<file path="src/rtl/mem_port_arbiter.sv">
// mem_port_arbiter
//   Round-robin arbiter sharing one synchronous data-RAM port between
//   NUM_REQ cores. One transaction in flight at a time; reads wait MEM_LAT
//   cycles and return data with a one-cycle rvalid pulse to the winner.
//
// Ports
//   clk, rst_n               clock (rising edge), async active-low reset
//   req/req_we               per-core request and write flag
//   req_addr/req_wdata       per-core address/data, slice i = [i*W +: W]
//   gnt                      one-hot grant pulse (cycle the RAM strobe is high)
//   rvalid/rdata             one-hot read-valid pulse, broadcast read data
//   busy                     high whenever the FSM is not idle
//   mem_addr/mem_wdata       RAM address and write data
//   mem_we/mem_re            RAM write/read strobes
//   mem_rdata                RAM read data (valid MEM_LAT cycles after mem_re)
module mem_port_arbiter #(
  parameter int NUM_REQ = 4,
  parameter int ADDR_W  = 8,
  parameter int DATA_W  = 8,
  parameter int MEM_LAT = 1
) (
  input  logic                      clk,
  input  logic                      rst_n,
  input  logic [NUM_REQ-1:0]        req,
  input  logic [NUM_REQ-1:0]        req_we,
  input  logic [NUM_REQ*ADDR_W-1:0] req_addr,
  input  logic [NUM_REQ*DATA_W-1:0] req_wdata,
  output logic [NUM_REQ-1:0]        gnt,
  output logic [NUM_REQ-1:0]        rvalid,
  output logic [DATA_W-1:0]         rdata,
  output logic                      busy,
  output logic [ADDR_W-1:0]         mem_addr,
  output logic [DATA_W-1:0]         mem_wdata,
  output logic                      mem_we,
  output logic                      mem_re,
  input  logic [DATA_W-1:0]         mem_rdata
);

  localparam int          IDX_W  = (NUM_REQ > 1) ? $clog2(NUM_REQ) : 1;
  localparam int          CNT_W  = (MEM_LAT > 1) ? $clog2(MEM_LAT) : 1;
  localparam int unsigned NREQ_U = NUM_REQ;

  typedef logic [IDX_W-1:0] idx_t;
  typedef logic [CNT_W-1:0] cnt_t;
  typedef enum logic [1:0] {IDLE, ISSUE, WAIT, RESP} state_t;

  localparam logic [NUM_REQ-1:0] BIT0     = NUM_REQ'(1);
  localparam idx_t               LAST_IDX = idx_t'(NUM_REQ - 1);

  state_t state;
  idx_t   rr_ptr;
  idx_t   win_q;
  logic   we_q;
  cnt_t   cnt;

  idx_t   win_idx;
  logic   any_req;

  function automatic idx_t wrap_idx(input idx_t base, input int unsigned off);
    int unsigned s;
    s = 32'(base) + off;
    if (s >= NREQ_U) s = s - NREQ_U;
    return idx_t'(s);
  endfunction

  // Scan offsets from the far end down to 0 so the nearest set bit at or
  // above rr_ptr overwrites any farther candidate.
  always_comb begin
    any_req = |req;
    win_idx = '0;
    for (int unsigned k = NREQ_U; k > 0; k--) begin
      if (req[wrap_idx(rr_ptr, k - 1)]) win_idx = wrap_idx(rr_ptr, k - 1);
    end
  end

  always_ff @(posedge clk or negedge rst_n) begin
    if (!rst_n) begin
      state     <= IDLE;
      rr_ptr    <= '0;
      win_q     <= '0;
      we_q      <= 1'b0;
      cnt       <= '0;
      gnt       <= '0;
      rvalid    <= '0;
      rdata     <= '0;
      busy      <= 1'b0;
      mem_addr  <= '0;
      mem_wdata <= '0;
      mem_we    <= 1'b0;
      mem_re    <= 1'b0;
    end else begin
      case (state)
        // Strobes and gnt are registered here so they are visible during ISSUE.
        IDLE: begin
          if (any_req) begin
            win_q     <= win_idx;
            we_q      <= req_we[win_idx];
            mem_addr  <= req_addr[win_idx*ADDR_W +: ADDR_W];
            mem_wdata <= req_wdata[win_idx*DATA_W +: DATA_W];
            gnt       <= BIT0 << win_idx;
            mem_we    <= req_we[win_idx];
            mem_re    <= ~req_we[win_idx];
            busy      <= 1'b1;
            state     <= ISSUE;
          end
        end
        ISSUE: begin
          gnt    <= '0;
          mem_we <= 1'b0;
          mem_re <= 1'b0;
          rr_ptr <= (win_q == LAST_IDX) ? '0 : win_q + 1'b1;
          if (we_q) begin
            busy  <= 1'b0;
            state <= IDLE;
          end else begin
            cnt   <= cnt_t'(MEM_LAT - 1);
            state <= WAIT;
          end
        end
        WAIT: begin
          if (cnt == '0) begin
            rdata  <= mem_rdata;
            rvalid <= BIT0 << win_q;
            state  <= RESP;
          end else begin
            cnt <= cnt - 1'b1;
          end
        end
        RESP: begin
          rvalid <= '0;
          busy   <= 1'b0;
          state  <= IDLE;
        end
        default: begin
          gnt    <= '0;
          rvalid <= '0;
          mem_we <= 1'b0;
          mem_re <= 1'b0;
          busy   <= 1'b0;
          state  <= IDLE;
        end
      endcase
    end
  end

endmodule

</file>
<file path="config.mk">
export PLATFORM = sky130hd
export DESIGN_NAME = mem_port_arbiter
export DESIGN_NICKNAME = d
export VERILOG_FILES = /design/src/rtl/mem_port_arbiter.sv
export SDC_FILE = /design/constraint.sdc
export NUM_CORES = 1
export LEC_CHECK = 0
export CAP_MARGIN = 20
export CORE_AREA = 2 2 77 79
export CTS_CLUSTER_DIAMETER = 50
export DETAILED_ROUTE_END_ITERATION = 7
export DIE_AREA = 0 0 79 81
export PLACE_DENSITY = 0.84
export SLEW_MARGIN = 30
export SYNTH_ARGS = -nofsm -noshare
export SYNTH_HDL_FRONTEND = slang
export SYNTH_SLANG_ARGS = --single-unit
</file>
<file path="constraint.sdc">
create_clock -name clk -period 2.9 [get_ports clk]
set_input_delay 0.58 -clock clk [delete_from_list [all_inputs] [get_ports clk]]
set_output_delay 0.58 -clock clk [all_outputs]
set_load 0.02 [all_outputs]
</file>
==> flow_summary.yaml, run 1 <==
die:
  core_area_um2: 5680
  die_h_um: 81
  io-pin-count: 117
  dieArea_um2: 6400
  rows: 28
  die_w_um: 79
  start_util: 0.416
clock_tree:
  clockBufferDepth: 2
  h-tree-depth: 2
  cts_tree: "built"
  clkTransAtPathRegs_ns: 0.08
  postCtsSetupRepairBufs: 0
  ctsHoldBuffers: 0
  ctsResizeCount: 0
  clk_latency_ns: 0.29
  cts_num_sinks: 42
  root_buffer: "clkbuf_8"
  cts_buffers: 5
drt:
  num_vias: 2240
  vias_per_cell: 5.40
  drt_iter0_drc: 139
  dr_wl_met2_um: 3720
  dr.pass1.iters: 4
  drc: 0
  drt-wirelength-per-cell_um: 16.5
  wl_met1_um: 2580
  wl_met3_um: 472
  routed_wl_um: 6840
  detail-route-antenna-nets: 0
  maxUsedRoutingLayer: "met4"
placed_design:
  place.gp.congestion: 0.768
  place_worst_setup_slack_ns: 0.348
  port_buffers: 116
  dp_hpwl_um: 5050
  dp.cells: 407
pwr:
  p_leak_uw: 0.00151
  powerDensity_nw_per_um2: 998
  irDropWorstVdd_mv: 0.511
timing:
  setup_slack_ns: 0.644
  rsz0062_at_grt: "no"
  tightest_slew_ns: 0.580
  maxSlewHeadroom: 0.613
  fin_skew_ns: 0.00406
  setup-tns-final_ns: 0
  setup_viol: 0
  fmax_mhz: 443
  hold_ws_ns: 0.263
  min_period_over_period: 0.778
  finalHoldViolCount: 0
  min_period_ns: 2.26
  slew_violations: 0
cells_and_area:
  diodes: 0
  fill_cells: 494
  drive_gt1_frac: 0.0882
  layout.nets: 425
  syn2layout_area_growth_pct: 53.8
  layout.cells.non_filler: 415
logic_synthesis:
  synthXorXnorAreaFrac: 0
  yosys_warnings: 0
  synth_most_common_cell: "dfrtp_1"
  yosysTopAreaCell: "dfrtp_1"
  synthCells: 232
  synth_compound_area_frac: 0.253
  yosysSeqAreaShare: 0.446
  yosys_most_used_dff: "dfrtp_1"
  netlist-cell-type-count: 36
  syn_area_um2: 2360
  synth_seq_cells: 42
  ys_top_cells_by_area: "dfrtp_1 45%, mux2i_1 6.8%, a221oi_1 5.6%"
  synth_top_family_by_area: "compound AO/OA/AOI/OAI gates"
  synthArstFlopShare: 1.00
  synthesis.nets: 318
  synthSimpleGateAreaFrac: 0.107
  muxShareOfSynthArea: 0.111
  synth_fa_ha_area_frac: 0.0212
  synth_edf_count: 0
  synth_top_area_frac: 0.446
  syn_area_per_cell_um2: 10.2
  synthTopCellsByCount: "42 x dfrtp_1, 23 x nor2_1, 19 x o21ai_0"
worst_setup_path:
  cp_max_fo: 17
  end_kind: "register"
  start_kind: "input pin"
  crit_type: "input pin to register"
  arrival_ns: 2.43
  cp_data_required_time_ns: 3.07
global_route:
  grt_pass1_wl_um: 10700
  grt_max_degree: 43
  overflow: 0
  antenna_found_initial: 0
  track_usage: 0.216
  first_global_vias: 2263
min_path:
  hold_path_class: "input pin to asynchronous set/reset pin"
job:
  max_cap_violations: 0
status:
  status: "completed"
==> logic make-up after synthesis <==
| logic type | Yosys count |
|---|---|
| AOI/OAI and AO/OA | 82 |
| and+or+nand+nor | 54 |
| DFF | 42 |
| buffers and inverters | 25 |
| muxes | 25 |
| adders and majority gates | 4 |
==> where the power goes <==
part	internal, µW	switching (µW)	leakage [µW]	total (µW)
logic	995	1070	0.000958	2070
clock network	258	196	0.0000524	454
registers	870	227	0.000497	1100
==> cell type report <==
class	count	area, µm²	share of cell area
clock buffer	7	76.3	0.0210
tap	75	93.8	0.0259
sequential	42	1050	0.290
timing repair buffer	120	1190	0.328
clock inverter	1	30.0	0.00828
multi-input combinational	165	1170	0.322
inverter	5	18.8	0.00517
==> cell usage in the layout, fill, tap and decap left out <==
master	n
clkdlybuf4s50_1	115
dfrtp_1	42
nor2_1	22
o21ai_0	19
o22ai_1	17
nand2_1	16
mux2i_1	16
a221oi_1	15
mux2_2	9
a21oi_1	6
nand3_1	5
clkbuf_8	5
buf_4	5
inv_1	4
o21ai_1	4
a21o_1	4
a22o_1	4
ha_1	4
nand2b_1	3
o21a_1	2
a221o_1	2
o22a_1	2
clkbuf_1	2
nor4_4	1
nor3_2	1
inv_2	1
o211a_1	1
nand3b_1	1
nor3_1	1
or3_1	1
nor2b_1	1
a32oi_2	1
nand2_4	1
a221oi_2	1
o221a_2	1
a21bo_2	1
o31ai_1	1
nor2_2	1
a221oi_4	1
bufinv_16	1
==> registers in the layout, indices dropped and copies added, names as in the netlist, 2 cells and up, named ones only <==
name / count
mem_addr: 8
rr_ptr: 2
rdata: 8
rvalid: 4
mem_wdata: 8
win_q: 2
gnt: 4
==> final timing paths <==
kind	startpoint	endpoint	slack (ns)	cells past startpoint
min in group clk	gnt[1]	gnt[1]	0.50	2
hold reg to reg	gnt[1]	gnt[1]	0.50	2
hold / removal	rst_n	rdata[4]	0.26	1
setup reg to reg	rr_ptr[1]	mem_we	1.01	5
setup / recovery	req[3]	mem_we	0.64	6
max in group asynchronous	rst_n	mem_wdata[1]	2.28	1
==> layer usage <==
layer / GRT usage / vias up
met4: 0.0603 / 0
li1: - / 1080
met2: 0.397 / 79
met3: 0.0467 / 8
met5: 0 / -
met1: 0.255 / 1073
==> worst max-delay path, cell delays in order <==
cell	delay, ns
clkdlybuf4s50_1	0.72
nand2_1	0.11
a32oi_2	0.32
nand2_4	0.26
mux2i_1	0.31
o22ai_1	0.12
==> per-stage QoR <==
stage | total power, µW | util | area [µm²]
after floorplan | 2380 | - | 2360
after global placement | 3110 | 0.619 | 3520
after detailed placement | 3180 | 0.619 | 3520
after CTS | 3650 | 0.638 | 3620
after global routing | 3880 | 0.639 | 3630
final | 3620 | 0.639 | 3630
No activity file was read; power rests on OpenSTA's default activity.
==> run 2, diff against run 1 <==
--- a/config.mk
+++ b/config.mk
@@ -6,11 +6,11 @@
 export NUM_CORES = 1
 export LEC_CHECK = 0
 export CAP_MARGIN = 20
-export CORE_AREA = 2 2 77 79
+export CORE_AREA = 2 2 79 81
 export CTS_CLUSTER_DIAMETER = 50
 export DETAILED_ROUTE_END_ITERATION = 7
-export DIE_AREA = 0 0 79 81
-export PLACE_DENSITY = 0.84
+export DIE_AREA = 0 0 81 83
+export PLACE_DENSITY = 0.8
 export SLEW_MARGIN = 30
 export SYNTH_ARGS = -nofsm -noshare
 export SYNTH_HDL_FRONTEND = slang
==> constraint.sdc (replaced) <==
create_clock -name clk -period 2.1 [get_ports clk]
set_input_delay 0.42 -clock clk [delete_from_list [all_inputs] [get_ports clk]]
set_output_delay 0.42 -clock clk [all_outputs]
set_load 0.02 [all_outputs]
==> flow_summary.yaml, run 2 (same netlist as run 1, synthesis figures left out) <==
cells_and_area:
  syn2layout_area_growth_pct: 64.7
  layout.nets: 447
  layout_commonest_cell: "clkdlybuf4s50_1"
  most-common-layout-cells: "114 x clkdlybuf4s50_1, 42 x dfrtp_1, 23 x nor2_1"
  layout.cells.non_filler: 437
  drive_gt1_frac: 0.149
  largestRegisters: "mem_addr (8), mem_wdata (8), rdata (8)"
  fin_area_um2: 3880
  fill_cells: 478
  diodes: 0
die:
  die_h_um: 83
  io-pin-count: 117
  dieArea_um2: 6720
  die_w_um: 81
  core_area_um2: 5820
  start_util: 0.406
  rows: 28
status:
  status: "completed"
worst_setup_path:
  crit_type: "input pin to register"
  ff2ff_path_depth: 6
  reg2reg_to: "mem_addr[6]"
  reg2reg_setup_slack_ns: 0.35
  arrival_ns: 2.10
  start_kind: "input pin"
  cp_data_required_time_ns: 2.26
  cp_max_fo: 10
  end_kind: "register"
  timing.rr.start: "rr_ptr[1]"
timing:
  finalHoldViolCount: 0
  fin_skew_ns: 0.0106
  slew_violations: 0
  tightest_slew_ns: 0.535
  rsz0062_at_grt: "no"
  fmax_mhz: 515
  setup_viol: 0
  min_period_over_period: 0.925
  min_period_ns: 1.94
  maxSlewHeadroom: 0.643
  setup-tns-final_ns: 0
global_route:
  grt_pass1_wl_um: 11100
  overflow: 0
  grt_max_degree: 43
  first_global_vias: 2303
  antenna_found_initial: 0
  track_usage: 0.212
drt:
  drc: 0
  detail-route-antenna-nets: 0
  drt-wirelength-per-cell_um: 16.0
  vias_per_cell: 5.39
  drt_iter0_drc: 130
  dr.pass1.iters: 4
  num_vias: 2355
  routed_wl_um: 7010
pwr:
  powerDensity_nw_per_um2: 1390
  irDropWorstVdd_mv: 0.672
  p_leak_uw: 0.00165
clock_tree:
  clkTransAtPathRegs_ns: 0.09
  clk_latency_ns: 0.30
  clockBufferDepth: 2
  root_buffer: "clkbuf_8"
  h-tree-depth: 2
  cts_buffers: 5
  cts_tree: "built"
  postCtsSetupRepairBufs: 0
  cts_num_sinks: 42
placed_design:
  place.gp.congestion: 0.842
  dp_hpwl_um: 5300
  dp.cells: 429
  placed_area_um2: 3740
  port_buffers: 116
min_path:
  hold_path_class: "input pin to asynchronous set/reset pin"
job:
  max_cap_violations: 0
==> run 2: how the worst max path moves through the flow <==
stage	startpoint	end	slack, ns	depth (start not counted)
final	req[2]	we_q	0.16	6
after CTS	req[2]	we_q	0.11	6
after floorplan	req[2]	mem_addr[3]	0.41	7
after global placement	req[3]	mem_wdata[2]	-0.13	8
after global routing	req[2]	we_q	0.05	6
after detailed placement	req[2]	we_q	-0.19	6
==> run 2: timing repair <==
action                     4_1_cts  5_1_grt
hold buffers                     0        0
setup endpoints to repair        0        4
resized for setup                0        2
==> run 2: per-layer routing <==
layer	up-vias	wire length, µm	global-route usage
li1	1125	-	-
met1	1127	2930	0.275
met2	91	3490	0.339
met3	12	449	0.0565
met4	0	153	0.0693
met5	-	0	0
==> run 2: critical path, stage by stage <==
cell and delay [ns]:
clkdlybuf4s50_1 0.59, buf_4 0.16, a21oi_1 0.06, o211a_2 0.36
a221oi_4 0.36, o22ai_1 0.14
==> run 2: cell type report <==
type / count / area, µm² / area share
timing repair buffer: 142 / 1420 / 0.365
multi-input combinational: 165 / 1170 / 0.300
sequential: 42 / 1050 / 0.271
tap: 75 / 93.8 / 0.0242
clock buffer: 5 / 68.8 / 0.0177
clock inverter: 3 / 68.8 / 0.0177
inverter: 5 / 18.8 / 0.00483
==> run 2: metrics by stage <==
| step | setup slack, ns | total power [µW] | hold WS [ns] | util |
|---|---|---|---|---|
| floorplan | 0.414 | 3280 | 0.124 | - |
| global placement | -0.130 | 4580 | 0.480 | 0.644 |
| detailed placement | -0.192 | 4660 | 0.488 | 0.644 |
| CTS | 0.107 | 5440 | 0.198 | 0.667 |
| global route | 0.0546 | 5760 | 0.221 | 0.668 |
| finish | 0.158 | 5410 | 0.185 | 0.668 |
==> run 2: where the power goes <==
group | internal (µW) | leakage [µW] | switching, µW
Sequential | 1200 | 0.000497 | 304
Clock | 476 | 0.0000683 | 293
Combinational | 1600 | 0.00109 | 1540
Total | 3270 | 0.00165 | 2130
==> RTL edit: new RTL, settings of run 2 <==
The parameter `NUM_REQ` goes from 4 to 2.
--- a/src/rtl/mem_port_arbiter.sv
+++ b/src/rtl/mem_port_arbiter.sv
@@ -14,7 +14,7 @@
 //   mem_we/mem_re            RAM write/read strobes
 //   mem_rdata                RAM read data (valid MEM_LAT cycles after mem_re)
 module mem_port_arbiter #(
-  parameter int NUM_REQ = 4,
+  parameter int NUM_REQ = 2,
   parameter int ADDR_W  = 8,
   parameter int DATA_W  = 8,
   parameter int MEM_LAT = 1
Ports: changed (6 resized); port bits go from 117 to 77. No check against the original RTL was run, so the function may have changed too.
==> RTL edit against run 2 <==
- wire length fell by 44%
- cell area fell by 37%
- synthesized area fell by 35%
- global-route usage fell by 9.0 points
- utilization fell by 25 points
- power fell by 34%
- via count fell by 46%
- critical path type unchanged
- combinational power fell by 42%
- sequential power fell by 17%
- sequential cell count fell by 6
- hold slack improved by 0.039 ns
- worst setup slack improved by 0.22 ns
==> RTL edit: results (changes against run 2) <==
Parameter                              Value

Cells and area
  Number of multi-input logic gates ... 71 (was 165)
  Non-clock buffer contribution to total cell area ... 0.320 (was 0.365)
  Count of filler cells inserted in the layout ... 584 (was 478)
  Number of clock-tree buffers in the layout ... 8 (was 5)
  Number of non-clock inverters in the layout ... 3 (was 5)
  Number of nets in the final layout ... 242 (was 447)
  Register share of the cell area ... 0.368 (was 0.271)

Yosys
  Area contributors post-synth ... sky130_fd_sc_hd__dfrtp_1 (58%), sky130_fd_sc_hd__a221o_1 (10%), sky130_fd_sc_hd__a21boi_0 (7.8%) (was sky130_fd_sc_hd__dfrtp_1 (45%), sky130_fd_sc_hd__mux2i_1 (6.8%), sky130_fd_sc_hd__a221oi_1 (5.6%))
  Leading post-synthesis cells by instance count ... sky130_fd_sc_hd__dfrtp_1 (36), sky130_fd_sc_hd__a21boi_0 (16), sky130_fd_sc_hd__a221o_1 (16), sky130_fd_sc_hd__mux2_2 (8), sky130_fd_sc_hd__nand2_1 (6) (was sky130_fd_sc_hd__dfrtp_1 (42), sky130_fd_sc_hd__nor2_1 (23), sky130_fd_sc_hd__o21ai_0 (19), sky130_fd_sc_hd__o22ai_1 (17))
  Fraction of the yosys area taken by sequential cells ... 0.583 (was 0.446)
  Yosys cell types ... 25 (was 36)
  Synth Net Count ... 165 (was 318)

Detailed routing
  Met1 wire length ... 1.63 mm (was 2.93 mm)
  Wire length on met3 ... 272 µm (was 449 µm)
  Total number of vias ... 1269 (was 2355)

Outcome
  Result of the run ... finished clean (unchanged)

Place
  RD Place Congestion ... 0.703 (was 0.842)
  Placed wire-length estimate after detailed placement ... 2.83 mm (was 5.30 mm)
  Number of buffers inserted by port buffering ... 76 (was 116)

Setup path
  Worst setup startpoint ... req[1] (was req[2])
  Stage delay of the slowest cell on the critical path ... 0.53 ns (was 0.59 ns)
  Worst setup path end ... mem_wdata[3]$_DFFE_PN0P_ (was we_q$_DFFE_PN0P_)

STA
  Worst Clk Skew ... 0.00409 ns (was 0.0106 ns)
  Worst slew margin ... 0.479 (was 0.643)

GRT
  M1 GR Usage ... 0.146 (was 0.275)
  Gr usage total ... 0.122 (was 0.212)

Pwr
  Static Leakage ... 0.00102 µW (was 0.00165 µW)
  Switching power summed over all nets ... 1280 µW (was 2130 µW)
-- RTL edit: changes by cell type in the layout (fill, tap and decap cells not counted), sizes merged, moves of 6 or more --
cell,run 2,this run
clkdlybuf4s50,114,75
buf,27,4
o21ai,23,3
nor2,23,5
a221oi,17,0
o22ai,17,0
a21boi,0,16
mux2i,16,0
a221o,2,16
nand2,17,6
dfrtp,42,36
-- RTL edit: cell families after synthesis --
logic type / count (synthesis) / synth area share
flops: 36 / 0.583
simple gates: 16 / 0.0584
buf+inv: 12 / 0.0486
mux: 8 / 0.0583
compound gates: 47 / 0.251
-- RTL edit: stage by stage --
step	area, µm²	setup WS (ns)	setup TNS, ns	hold WS, ns	cells
detailed placement	2340	-0.185	-2.90	0.500	263
CTS	2430	0.109	0	0.250	271
global placement	2340	-0.109	-1.75	0.490	263
finish	2450	0.381	0	0.223	272
floorplan	1540	0.722	0	0.124	119
global route	2450	0.315	0	0.285	272
